File: src/rtl/primogen_pkg.sv
// primogen_pkg: shared FSM state encoding and small-prime lookup constants for primogen_wide.
package primogen_pkg;

   typedef enum logic [2:0] {IDLE, START, TEST, DIV, STEP} state_t;

   localparam int TABLE_LIMIT = 64;
   // Bit n set when n is prime, for 0 <= n < 64.
   localparam logic [63:0] PRIME_MASK_64 = 64'h28208A20_A08A28AC;

   function automatic logic table_prime(input logic [5:0] n);
      return PRIME_MASK_64[n];
   endfunction

endpackage

File: src/rtl/primogen_wide_if.sv
// primogen_wide_if: go/ready request bus between a host and the prime generator.
interface primogen_wide_if #(parameter int WIDTH = 16);
   logic             go;
   logic             load;
   logic [WIDTH-1:0] seed;
   logic             ready;
   logic             error;
   logic [WIDTH-1:0] res;

   modport master (output go, load, seed, input ready, error, res);
   modport slave  (input go, load, seed, output ready, error, res);
endinterface

File: src/rtl/primogen_divmod.sv
// primogen_divmod: restoring remainder unit; one setup cycle on start, W iterations, then a 1-cycle done pulse.
module primogen_divmod #(parameter int W = 17) (
   input  logic         clk,
   input  logic         rst,
   input  logic         start,
   input  logic [W-1:0] num,
   input  logic [W-1:0] den,
   output logic         done,
   output logic [W-1:0] rem
);
   localparam int CW = $clog2(W + 1);

   logic [W-1:0]  num_q, den_q, rem_q;
   logic [CW-1:0] cnt_q;
   logic          done_q;
   logic [W:0]    shift_d;
   logic          ge_d;

   assign shift_d = {rem_q, num_q[W-1]};
   assign ge_d    = shift_d >= {1'b0, den_q};

   always_ff @(posedge clk) begin
      if (rst) begin
         num_q  <= '0;
         den_q  <= '0;
         rem_q  <= '0;
         cnt_q  <= '0;
         done_q <= 1'b0;
      end else begin
         done_q <= cnt_q == CW'(1);
         if (start) begin
            num_q <= num;
            den_q <= den;
            rem_q <= '0;
            cnt_q <= CW'(W);
         end else if (cnt_q != '0) begin
            rem_q <= ge_d ? W'(shift_d - {1'b0, den_q}) : shift_d[W-1:0];
            num_q <= num_q << 1;
            cnt_q <= cnt_q - CW'(1);
         end
      end
   end

   assign done = done_q;
   assign rem  = rem_q;
endmodule

File: src/rtl/primogen_wide.sv
// primogen_wide: WIDTH-bit prime sequence generator with seeded restart and sticky overflow error.
// Define PRIMOGEN_TABLE_EN to decide candidates below 64 from a constant mask instead of dividing.
module primogen_wide
   import primogen_pkg::*;
#(
   parameter int WIDTH = 16
) (
   input logic            clk,
   input logic            rst,
   primogen_wide_if.slave bus
);
   typedef logic [WIDTH-1:0]   rw_t;
   typedef logic [WIDTH:0]     cw_t;
   typedef logic [2*WIDTH-1:0] sq_t;

   state_t state_q;
   rw_t    res_q;
   logic   err_q, ready_q, ld_q, start_q;
   cw_t    cand_q, d_q;
   sq_t    dsq_q;
   cw_t    cand_d, d_d;
   sq_t    dsq_d;
   logic   div_done;
   cw_t    div_rem;

   assign cand_d = cand_q + cw_t'(2);
   assign d_d    = d_q + cw_t'(2);
   // (d+2)^2 = d^2 + 4d + 4 keeps the bound test multiplier-free
   assign dsq_d  = dsq_q + sq_t'({d_q, 2'b00}) + sq_t'(4);

   primogen_divmod #(.W(WIDTH + 1)) u_div (
      .clk  (clk),
      .rst  (rst),
      .start(start_q),
      .num  (cand_q),
      .den  (d_q),
      .done (div_done),
      .rem  (div_rem)
   );

   always_ff @(posedge clk) begin
      if (rst) begin
         state_q <= IDLE;
         res_q   <= rw_t'(1);
         err_q   <= 1'b0;
         ready_q <= 1'b1;
         ld_q    <= 1'b0;
         start_q <= 1'b0;
         cand_q  <= '0;
         d_q     <= '0;
         dsq_q   <= '0;
      end else begin
         start_q <= 1'b0;
         case (state_q)
            IDLE:
               if (bus.go && (bus.load || !err_q)) begin
                  ready_q <= 1'b0;
                  ld_q    <= bus.load;
                  cand_q  <= {1'b0, bus.seed};
                  if (bus.load) err_q <= 1'b0;
                  state_q <= START;
               end
            START: begin
               d_q     <= cw_t'(3);
               dsq_q   <= sq_t'(9);
               state_q <= TEST;
               if (ld_q) begin
                  if (cand_q <= cw_t'(1)) begin
                     res_q   <= rw_t'(1);
                     ready_q <= 1'b1;
                     state_q <= IDLE;
                  end else if (cand_q != cw_t'(2) && !cand_q[0]) cand_q <= cand_q + cw_t'(1);
               end else
                  cand_q <= res_q == rw_t'(1) ? cw_t'(2) : res_q == rw_t'(2) ? cw_t'(3) : {1'b0, res_q} + cw_t'(2);
            end
            TEST:
               if (cand_q[WIDTH]) begin
                  err_q   <= 1'b1;
                  ready_q <= 1'b1;
                  state_q <= IDLE;
               end else if (cand_q == cw_t'(2) || cand_q == cw_t'(3)) begin
                  res_q   <= cand_q[WIDTH-1:0];
                  err_q   <= 1'b0;
                  ready_q <= 1'b1;
                  state_q <= IDLE;
`ifdef PRIMOGEN_TABLE_EN
               end else if (33'(cand_q) < 33'(TABLE_LIMIT)) begin
                  if (table_prime(cand_q[5:0])) begin
                     res_q   <= cand_q[WIDTH-1:0];
                     err_q   <= 1'b0;
                     ready_q <= 1'b1;
                     state_q <= IDLE;
                  end else state_q <= STEP;
`endif
               end else if (dsq_q > sq_t'(cand_q)) begin
                  res_q   <= cand_q[WIDTH-1:0];
                  err_q   <= 1'b0;
                  ready_q <= 1'b1;
                  state_q <= IDLE;
               end else begin
                  start_q <= 1'b1;
                  state_q <= DIV;
               end
            DIV:
               if (div_done) begin
                  if (div_rem == '0) state_q <= STEP;
                  else begin
                     d_q     <= d_d;
                     dsq_q   <= dsq_d;
                     state_q <= TEST;
                  end
               end
            STEP: begin
               cand_q  <= cand_d;
               d_q     <= cw_t'(3);
               dsq_q   <= sq_t'(9);
               state_q <= TEST;
            end
            default: state_q <= IDLE;
         endcase
      end
   end

   assign bus.res   = res_q;
   assign bus.ready = ready_q;
   assign bus.error = err_q;
endmodule

File: src/flat_wrapper.sv
// flat-port wrapper written by rule: the top's interface ports become plain ports
module primogen_wide_flat import primogen_pkg::*;
#(
   parameter int WIDTH = 16
)
  (clk, rst, bus_go, bus_load, bus_seed, bus_ready, bus_error, bus_res);
  primogen_wide_if #(.WIDTH(WIDTH)) bus_i ();
  input logic clk;
  input logic rst;
  input wire logic [$bits(bus_i.go)-1:0] bus_go;
  input wire logic [$bits(bus_i.load)-1:0] bus_load;
  input wire logic [$bits(bus_i.seed)-1:0] bus_seed;
  output wire logic [$bits(bus_i.ready)-1:0] bus_ready;
  output wire logic [$bits(bus_i.error)-1:0] bus_error;
  output wire logic [$bits(bus_i.res)-1:0] bus_res;
  assign bus_i.go = bus_go;
  assign bus_i.load = bus_load;
  assign bus_i.seed = bus_seed;
  assign bus_ready = bus_i.ready;
  assign bus_error = bus_i.error;
  assign bus_res = bus_i.res;
  primogen_wide #(.WIDTH(WIDTH)) u_core (.clk(clk), .rst(rst), .bus(bus_i));
endmodule
File: config.mk
export PLATFORM = sky130hd
export DESIGN_NAME = primogen_wide_flat
export DESIGN_NICKNAME = d
export VERILOG_FILES = /design/src/rtl/primogen_pkg.sv /design/src/rtl/primogen_wide_if.sv /design/src/rtl/primogen_divmod.sv /design/src/rtl/primogen_wide.sv /design/src/flat_wrapper.sv
export SDC_FILE = /design/constraint.sdc
export NUM_CORES = 1
export LEC_CHECK = 0
export ABC_CLOCK_PERIOD_IN_PS = 3100
export CAP_MARGIN = 0
export CORE_MARGIN = 2
export CORE_UTILIZATION = 55
export CTS_BUF_LIST = sky130_fd_sc_hd__clkbuf_2 sky130_fd_sc_hd__clkbuf_4 sky130_fd_sc_hd__clkbuf_8
export CTS_CLUSTER_DIAMETER = 80
export CTS_CLUSTER_SIZE = 30
export DETAILED_ROUTE_END_ITERATION = 10
export PLACE_DENSITY_LB_ADDON = 0.2
export SLEW_MARGIN = 40
export SYNTH_ARGS = -nofsm -noshare
export SYNTH_HDL_FRONTEND = slang
export SYNTH_SLANG_ARGS = --single-unit
File: constraint.sdc
create_clock -name clk -period 3.1 [get_ports clk]
set_input_delay 0.93 -clock clk [delete_from_list [all_inputs] [get_ports clk]]
set_output_delay 0.93 -clock clk [all_outputs]
set_load 0.01 [all_outputs]
==> impl_metrics.json, run 1 <==
{
  "finalCritPeriodShare_pct": 94.6,
  "hold_viol_final": 0,
  "cellInternalPower_uw": 4170,
  "post-route-drc-count": 0,
  "whs_endpoint": "u_core.dsq_q[0]",
  "crit_fanout": 12,
  "hp-class": "flop to flop",
  "crit_type": "flop to flop",
  "ys_async_sr_fraction_pct": 0,
  "power.switching_uw": 2710,
  "max_freq_mhz": 341,
  "slew-limit-headroom_pct": 49.7,
  "first_global_vias": 8086,
  "core_area_sq_um": 17200,
  "finalMaxSlewViolations": 0,
  "route.antenna.remaining_nets": 0,
  "synth.cell_area_sq_um": 9630,
  "cts_tree": "done",
  "timing.critical_path.from_type": "flop",
  "gate_power_share_pct": 43.3,
  "cpLargestDelayFamily": "simple AND/OR/NAND/NOR gates",
  "critical_path.cell_chain": "inv_1 > ha_1 > inv_1 > ha_1 > inv_1 > fa_1 > and2b_1 > o31a_1 > or4_4 > nand2_1 > o21a_4 > or4_1 > a21oi_1",
  "dpl.hpwl_mm": 18.2,
  "r2r_start": "u_core.dsq_q[2]",
  "grt_setup_unrepaired": "yes",
  "cts-resized-gates": 0,
  "grt_first_pass_wirelength_mm": 40.8,
  "grt_max_degree": 57,
  "num_rows": 48,
  "grt_antenna_before_repair": 0,
  "fill_cells": 1507,
  "antenna_cells_inserted": 0,
  "cts_buffers": 17,
  "hold_path_depth": 2,
  "route.detailed.wl_per_inst_microns": 17.1,
  "clock_insertion_delay_worst_skew_ns": 0.45,
  "p_per_area_nw_per_um2": 641,
  "tightest_slew_ns": 0.755,
  "postCtsSetupRepairBufs": 0,
  "grtUsageTotal_pct": 27.5,
  "floorplan.initialDensity_pct": 55.9,
  "run_status": "complete, no violations",
  "io_pins": 38,
  "rr_endpoint": "u_core.dsq_q[29]",
  "final.setup.tns_ns": 0,
  "first_iter_violations": 862,
  "smallest_hold_slack_ns": 0.468,
  "max_cap_viol_count": 0,
  "fraction_of_final_layout_cells_with_drive_strength_greater_than_1_pct": 8.56,
  "p_clk_share_pct": 24.4,
  "r2r_slack_ns": 0.17,
  "syn-mean-instance-area_sq_um": 8.05,
  "leakagePower_uw": 0.00400,
  "globalplace.congestion": 0.940,
  "gr-total-overflow": 0,
  "synth_fp_nets": 1296,
  "critical_path.endpoint_type": "flop",
  "post_synth_inst_count": 1197,
  "routed_via_density": 6.08,
  "critical_path.most_common_cell": "sky130_fd_sc_hd__inv_1",
  "yosys_register_bits": 145,
  "timing.critical_path.depth": 13,
  "synth_seq_area_share_pct": 30.1,
  "timing.hold.worst.start": "u_core.dsq_q[0]",
  "report.power.total_uw": 6880,
  "place.port_buffers": 37,
  "finalSetupViolCount": 0,
  "yosys_warnings": 0,
  "cts-root-buf": "sky130_fd_sc_hd__clkbuf_8",
  "cts-htree-levels": 4,
  "die_y_microns": 136,
  "drt_pass1_iterations": 5,
  "vias_after_detailed_routing": 8828,
  "area.growth.synth_to_final_pct": 11.3,
  "synth_enable_flop_cells": 0,
  "layout_net_count": 1312,
  "path_buf_inv": 3,
  "ys_dominant_reg_cell": "sky130_fd_sc_hd__dfxtp_1",
  "die_area_sq_um": 18600,
  "p_sw_share_pct": 39.4,
  "total_detailed_routing_wirelength_mm": 24.8,
  "fin_crit_ns": 2.93,
  "critical_path_max_stage_delay_ns": 0.51,
  "fin_skew_ns": 0.0154,
  "cts-hold-fix-buffers": 0,
  "timing.critical_path.slowest_stage_cell": "sky130_fd_sc_hd__or4_1",
  "tritoncts_num_sinks": 145,
  "netlist-cell-type-count": 84,
  "worst_r2r_path_depth": 13,
  "clkSlewWorstSetupHoldPaths_ns": 0.08,
  "p_seq_share_pct": 32.3,
  "power.ir.vdd_worst_uv": 828,
  "signal_arrival_time_at_the_worst_endpoint_ns": 3.30,
  "die_w_microns": 136,
  "max-clock-path-buffers": 2,
  "worst-endpoint-required_ns": 3.47
}
[cell usage after synthesis (20+ instances only)]
cell type	instances	share of area [%]
sky130_fd_sc_hd__ha_1	77	10
sky130_fd_sc_hd__buf_2	22	1.1
sky130_fd_sc_hd__a211oi_1	48	3.7
sky130_fd_sc_hd__mux2i_1	26	2.7
sky130_fd_sc_hd__clkbuf_1	39	1.5
sky130_fd_sc_hd__nor4_1	20	1.3
sky130_fd_sc_hd__nor2_1	116	4.5
sky130_fd_sc_hd__nand3_1	60	3.1
sky130_fd_sc_hd__a21oi_1	79	4.1
sky130_fd_sc_hd__inv_1	54	2.1
sky130_fd_sc_hd__nor3_1	29	1.5
sky130_fd_sc_hd__o21ai_0	45	2.3
sky130_fd_sc_hd__dfxtp_1	145	30
sky130_fd_sc_hd__nand2_1	102	4.0
sky130_fd_sc_hd__xnor2_1	64	5.8
sky130_fd_sc_hd__xor2_1	20	1.8
sky130_fd_sc_hd__nand4_1	20	1.3
sky130_fd_sc_hd__nor2b_1	23	1.5
[power groups by stage]
stage,logic (uW),clock network [uW],registers [uW]
6_report,2980,1680,2220
5_1_grt,3300,1770,2240
4_1_cts,2940,1710,2210
3_5_place_dp,2920,0,2260
3_3_place_gp,2880,0,2250
2_1_floorplan,2230,0,2180
[stage by stage]
stage | cell area [sq um] | cells | util, % | setup slack [ns]
floorplan | 9630 | 1197 | - | 0.328
global placement | 10300 | 1419 | 59.5 | 0.142
detailed placement | 10300 | 1419 | 59.5 | 0.0628
CTS | 10700 | 1451 | 62.1 | 0.0189
global route | 10700 | 1451 | 62.2 | -0.0135
finish | 10700 | 1451 | 62.2 | 0.168
[cells in the final DEF, fill, tap and decap left out, types with 33 or more instances in the layout]
cell / synthesis / routed
sky130_fd_sc_hd__a21oi_1: 79 / 79
sky130_fd_sc_hd__ha_1: 77 / 77
sky130_fd_sc_hd__nand3_1: 60 / 60
sky130_fd_sc_hd__buf_4: 3 / 33
sky130_fd_sc_hd__xnor2_1: 64 / 64
sky130_fd_sc_hd__inv_1: 54 / 54
sky130_fd_sc_hd__a211oi_1: 48 / 48
sky130_fd_sc_hd__nand2_1: 102 / 102
sky130_fd_sc_hd__clkdlybuf4s50_1: 0 / 36
sky130_fd_sc_hd__nor2_1: 116 / 116
sky130_fd_sc_hd__dfxtp_1: 145 / 143
sky130_fd_sc_hd__o21ai_0: 45 / 45
[sequential cells by signal (all words and copies together), names as in the netlist]
signal              count
u_core.dsq_q           31
u_core.cand_q          17
u_core.d_q             17
u_core.u_div.den_q     17
u_core.u_div.num_q     17
u_core.u_div.rem       17
u_core.bus.res         16
u_core.u_div.cnt_q      5
u_core.state_q          3
u_core.bus.error        1
u_core.bus.ready        1
u_core.ld_q             1
u_core.start_q          1
u_core.u_div.done       1
[cells by family after synthesis]
kind of cell	count (synthesis)	share of synthesized area [%]
flip-flops	145	30.1
buffers and inverters	130	5.62
AO/OA/AOI/OAI	292	20.4
AND/OR/NAND/NOR	438	22.5
adder cells (fa/ha/maj)	79	10.4
XOR/XNOR	85	7.81
multiplexers	28	3.05
[worst register-to-register path: stages, from the launching register on]
cell	delay, ns
sky130_fd_sc_hd__dfxtp_1	0.37
sky130_fd_sc_hd__inv_1	0.06
sky130_fd_sc_hd__ha_1	0.18
sky130_fd_sc_hd__inv_1	0.05
sky130_fd_sc_hd__ha_1	0.18
sky130_fd_sc_hd__inv_1	0.07
sky130_fd_sc_hd__fa_1	0.38
sky130_fd_sc_hd__and2b_1	0.24
sky130_fd_sc_hd__o31a_1	0.17
sky130_fd_sc_hd__or4_4	0.15
sky130_fd_sc_hd__nand2_1	0.08
sky130_fd_sc_hd__o21a_4	0.26
sky130_fd_sc_hd__or4_1	0.51
sky130_fd_sc_hd__a21oi_1	0.14
[metal layers]
layer  GRT usage, %  wire, microns  vias to the layer above
met4           7.52            395                        0
met5              0              0                        -
li1               -              -                     4355
met1           40.0          12100                     4162
met3           5.89           1700                       35
met2           40.8          10600                      276
[worst max path at each step]
| stage | slack (ns) | to | from |
|---|---|---|---|
| after global routing | -0.01 | u_core.dsq_q[23] | u_core.dsq_q[2] |
| final | 0.17 | u_core.dsq_q[29] | u_core.dsq_q[2] |
| after detailed placement | 0.06 | u_core.dsq_q[29] | u_core.d_q[1] |
| after global placement | 0.14 | u_core.dsq_q[27] | u_core.d_q[1] |
| after floorplan | 0.33 | u_core.dsq_q[27] | u_core.d_q[1] |
| after CTS | 0.02 | u_core.dsq_q[29] | u_core.d_q[1] |
[final cells by class]
cell class	count	area, sq um	share of cell area (%)
Multi-Input combinational cell	922	6220	58.0
Sequential cell	145	2910	27.1
Timing Repair Buffer	72	668	6.23
Tap cell	225	282	2.63
Clock buffer	18	248	2.31
Inverter	55	206	1.93
Clock inverter	14	188	1.75
Note: power is estimated with default switching activity, not from simulation.
==> run 2, diff against run 1 <==
--- a/config.mk
+++ b/config.mk
@@ -5,7 +5,7 @@
 export SDC_FILE = /design/constraint.sdc
 export NUM_CORES = 1
 export LEC_CHECK = 0
-export ABC_CLOCK_PERIOD_IN_PS = 3100
+export ABC_CLOCK_PERIOD_IN_PS = 2750
 export CAP_MARGIN = 0
 export CORE_MARGIN = 2
 export CORE_UTILIZATION = 55
@@ -14,6 +14,7 @@
 export CTS_CLUSTER_SIZE = 30
 export DETAILED_ROUTE_END_ITERATION = 10
 export PLACE_DENSITY_LB_ADDON = 0.2
+export RECOVER_POWER = 50
 export SLEW_MARGIN = 40
 export SYNTH_ARGS = -nofsm -noshare
 export SYNTH_HDL_FRONTEND = slang
==> constraint.sdc (replaced) <==
create_clock -name clk -period 2.75 [get_ports clk]
set_input_delay 0.825 -clock clk [delete_from_list [all_inputs] [get_ports clk]]
set_output_delay 0.825 -clock clk [all_outputs]
set_load 0.01 [all_outputs]
==> impl_metrics.json, run 2 (same netlist as run 1, synthesis figures left out) <==
{
  "die_y_microns": 136,
  "area.growth.synth_to_final_pct": 15.5,
  "fraction_of_final_layout_cells_with_drive_strength_greater_than_1_pct": 13.5,
  "critical_path_max_stage_delay_ns": 0.53,
  "path_buf_inv": 2,
  "power.switching_uw": 3060,
  "grt_first_pass_wirelength_mm": 41.4,
  "core_area_sq_um": 17200,
  "routed_via_density": 5.97,
  "run_status": "complete, no violations",
  "placed_cell_area_sq_um": 10500,
  "finalCritPeriodShare_pct": 99.8,
  "p_sw_share_pct": 38.5,
  "first_iter_violations": 734,
  "cts-hold-fix-buffers": 0,
  "hp-class": "flop to flop",
  "top_register": "u_core.dsq_q",
  "die_area_sq_um": 18600,
  "largest_reg_flops": 31,
  "cellInternalPower_uw": 4880,
  "globalplace.congestion": 0.914,
  "io_pins": 38,
  "fin_crit_ns": 2.74,
  "max_cap_viol_count": 0,
  "report.power.total_uw": 7930,
  "tritoncts_num_sinks": 145,
  "gr-total-overflow": 0,
  "grt_max_degree": 72,
  "final_design_area_no_fill_sq_um": 11100,
  "slew-limit-headroom_pct": 40.8,
  "post-route-drc-count": 0,
  "fin_skew_ns": 0.0190,
  "num_rows": 48,
  "clkSlewWorstSetupHoldPaths_ns": 0.09,
  "worst-endpoint-required_ns": 3.10,
  "smallest_hold_slack_ns": 0.473,
  "hold_viol_final": 0,
  "first_global_vias": 8412,
  "vias_after_detailed_routing": 8898,
  "antenna_cells_inserted": 0,
  "p_per_area_nw_per_um2": 713,
  "grt_antenna_before_repair": 0,
  "signal_arrival_time_at_the_worst_endpoint_ns": 3.09,
  "crit_fanout": 2,
  "cts_tree": "done",
  "critical_path.endpoint_type": "flop",
  "max-clock-path-buffers": 2,
  "utilization_pct": 64.6,
  "floorplan.initialDensity_pct": 55.9,
  "die_w_microns": 136,
  "most-common-layout-cells": "134 x sky130_fd_sc_hd__dfxtp_1, 116 x sky130_fd_sc_hd__nor2_1, 101 x sky130_fd_sc_hd__nand2_1, 76 x sky130_fd_sc_hd__a21oi_1, 73 x sky130_fd_sc_hd__ha_1",
  "p_seq_share_pct": 31.4,
  "fill_cells": 1443,
  "final_common_cell": "sky130_fd_sc_hd__dfxtp_1",
  "finalMaxSlewViolations": 0,
  "tightest_slew_ns": 0.888,
  "cts-root-buf": "sky130_fd_sc_hd__clkbuf_8",
  "crit_type": "flop to flop",
  "timing.critical_path.from_type": "flop",
  "total_detailed_routing_wirelength_mm": 25.2,
  "critical_path.most_common_cell": "sky130_fd_sc_hd__ha_4",
  "power.ir.vdd_worst_uv": 1050,
  "route.antenna.remaining_nets": 0,
  "critical_path.cell_chain": "ha_4 > ha_4 > inv_2 > fa_2 > and2b_1 > o31a_1 > or4_4 > buf_6 > nand3b_1 > a31oi_1 > xnor2_1 > o21ai_1",
  "p_clk_share_pct": 25.0,
  "drt_pass1_iterations": 5,
  "route.detailed.wl_per_inst_microns": 16.9,
  "layout_net_count": 1351,
  "dpl.hpwl_mm": 18.4,
  "r2r_slack_ns": 0.007,
  "leakagePower_uw": 0.00424,
  "grtUsageTotal_pct": 27.7,
  "gate_power_share_pct": 43.6,
  "grt_setup_unrepaired": "yes",
  "clock_insertion_delay_worst_skew_ns": 0.47,
  "finalSetupViolCount": 0,
  "timing.critical_path.slowest_stage_cell": "sky130_fd_sc_hd__or4_4",
  "cpLargestDelayFamily": "simple AND/OR/NAND/NOR gates",
  "place.port_buffers": 37,
  "cts-htree-levels": 4,
  "max_freq_mhz": 365,
  "cts_buffers": 17
}
run 2: cell types whose count changed in the layout (fill, tap and decap cells not counted), moves of 2 or more:
cell,delta
sky130_fd_sc_hd__buf_4,+37
sky130_fd_sc_hd__dfxtp_1,-9
sky130_fd_sc_hd__dfxtp_2,+9
sky130_fd_sc_hd__ha_1,-4
sky130_fd_sc_hd__inv_1,-4
sky130_fd_sc_hd__inv_2,+4
sky130_fd_sc_hd__a21oi_1,-3
sky130_fd_sc_hd__a21oi_2,+3
sky130_fd_sc_hd__ha_4,+3
sky130_fd_sc_hd__o21ai_0,-3
sky130_fd_sc_hd__clkinvlp_4,-2
sky130_fd_sc_hd__o21ai_1,+2
run 2: metal layers:
metal	routed length, microns	vias to the layer above	GRT usage [%]
met4	402	0	7.58
met1	12000	4162	39.1
li1	-	4446	-
met5	0	-	0
met3	1740	35	6.30
met2	11100	255	42.2
run 2: layout make-up:
type	instances	area (sq um)	share of cell area (%)
clock buffer	19	255	2.29
clock inverter	13	206	1.85
inverter	55	206	1.85
multi-input combinational	923	6310	56.7
sequential	145	2920	26.2
tap	225	282	2.53
timing repair buffer	110	957	8.60
run 2: repair_timing:
item | 4_1_cts | 5_1_grt
gates resized for setup | 6 | 30
pin swaps | 4 | 21
gates cloned | 1 | 0
buffers inserted | 3 | 2
hold endpoints to repair | 0 | 0
endpoints found under the setup margin | 6 | 28
run 2: power by group through the flow:
stage	clock network, uW	registers [uW]	logic, uW
floorplan	0	2460	2520
global placement	0	2510	3300
detailed placement	0	2520	3360
CTS	2010	2480	3380
global route	2100	2520	3800
finish	1990	2490	3460
run 2: stage by stage:
step,cells,setup TNS (ns),setup WS (ns)
5_1_grt,1490,-0.278,-0.108
3_5_place_dp,1452,-0.799,-0.181
6_report,1490,0,0.00664
3_3_place_gp,1452,-0.214,-0.0589
2_1_floorplan,1197,0,0.00449
4_1_cts,1488,0,0.0109
run 2: final timing paths:
check	from	endpoint	cells past startpoint
setup / recovery	u_core.d_q[1]	u_core.dsq_q[17]	12
hold reg to reg	u_core.bus.ready	u_core.bus.ready	2
hold / removal	u_core.bus.ready	u_core.bus.ready	2
setup reg to reg	u_core.d_q[1]	u_core.dsq_q[17]	12
run 2: worst register-to-register path, stage by stage (launching register included):
cell	delay, ns
sky130_fd_sc_hd__dfxtp_2	0.34
sky130_fd_sc_hd__ha_4	0.24
sky130_fd_sc_hd__ha_4	0.16
sky130_fd_sc_hd__inv_2	0.05
sky130_fd_sc_hd__fa_2	0.20
sky130_fd_sc_hd__and2b_1	0.19
sky130_fd_sc_hd__o31a_1	0.31
sky130_fd_sc_hd__or4_4	0.53
sky130_fd_sc_hd__buf_6	0.14
sky130_fd_sc_hd__nand3b_1	0.11
sky130_fd_sc_hd__a31oi_1	0.11
sky130_fd_sc_hd__xnor2_1	0.17
sky130_fd_sc_hd__o21ai_1	0.08
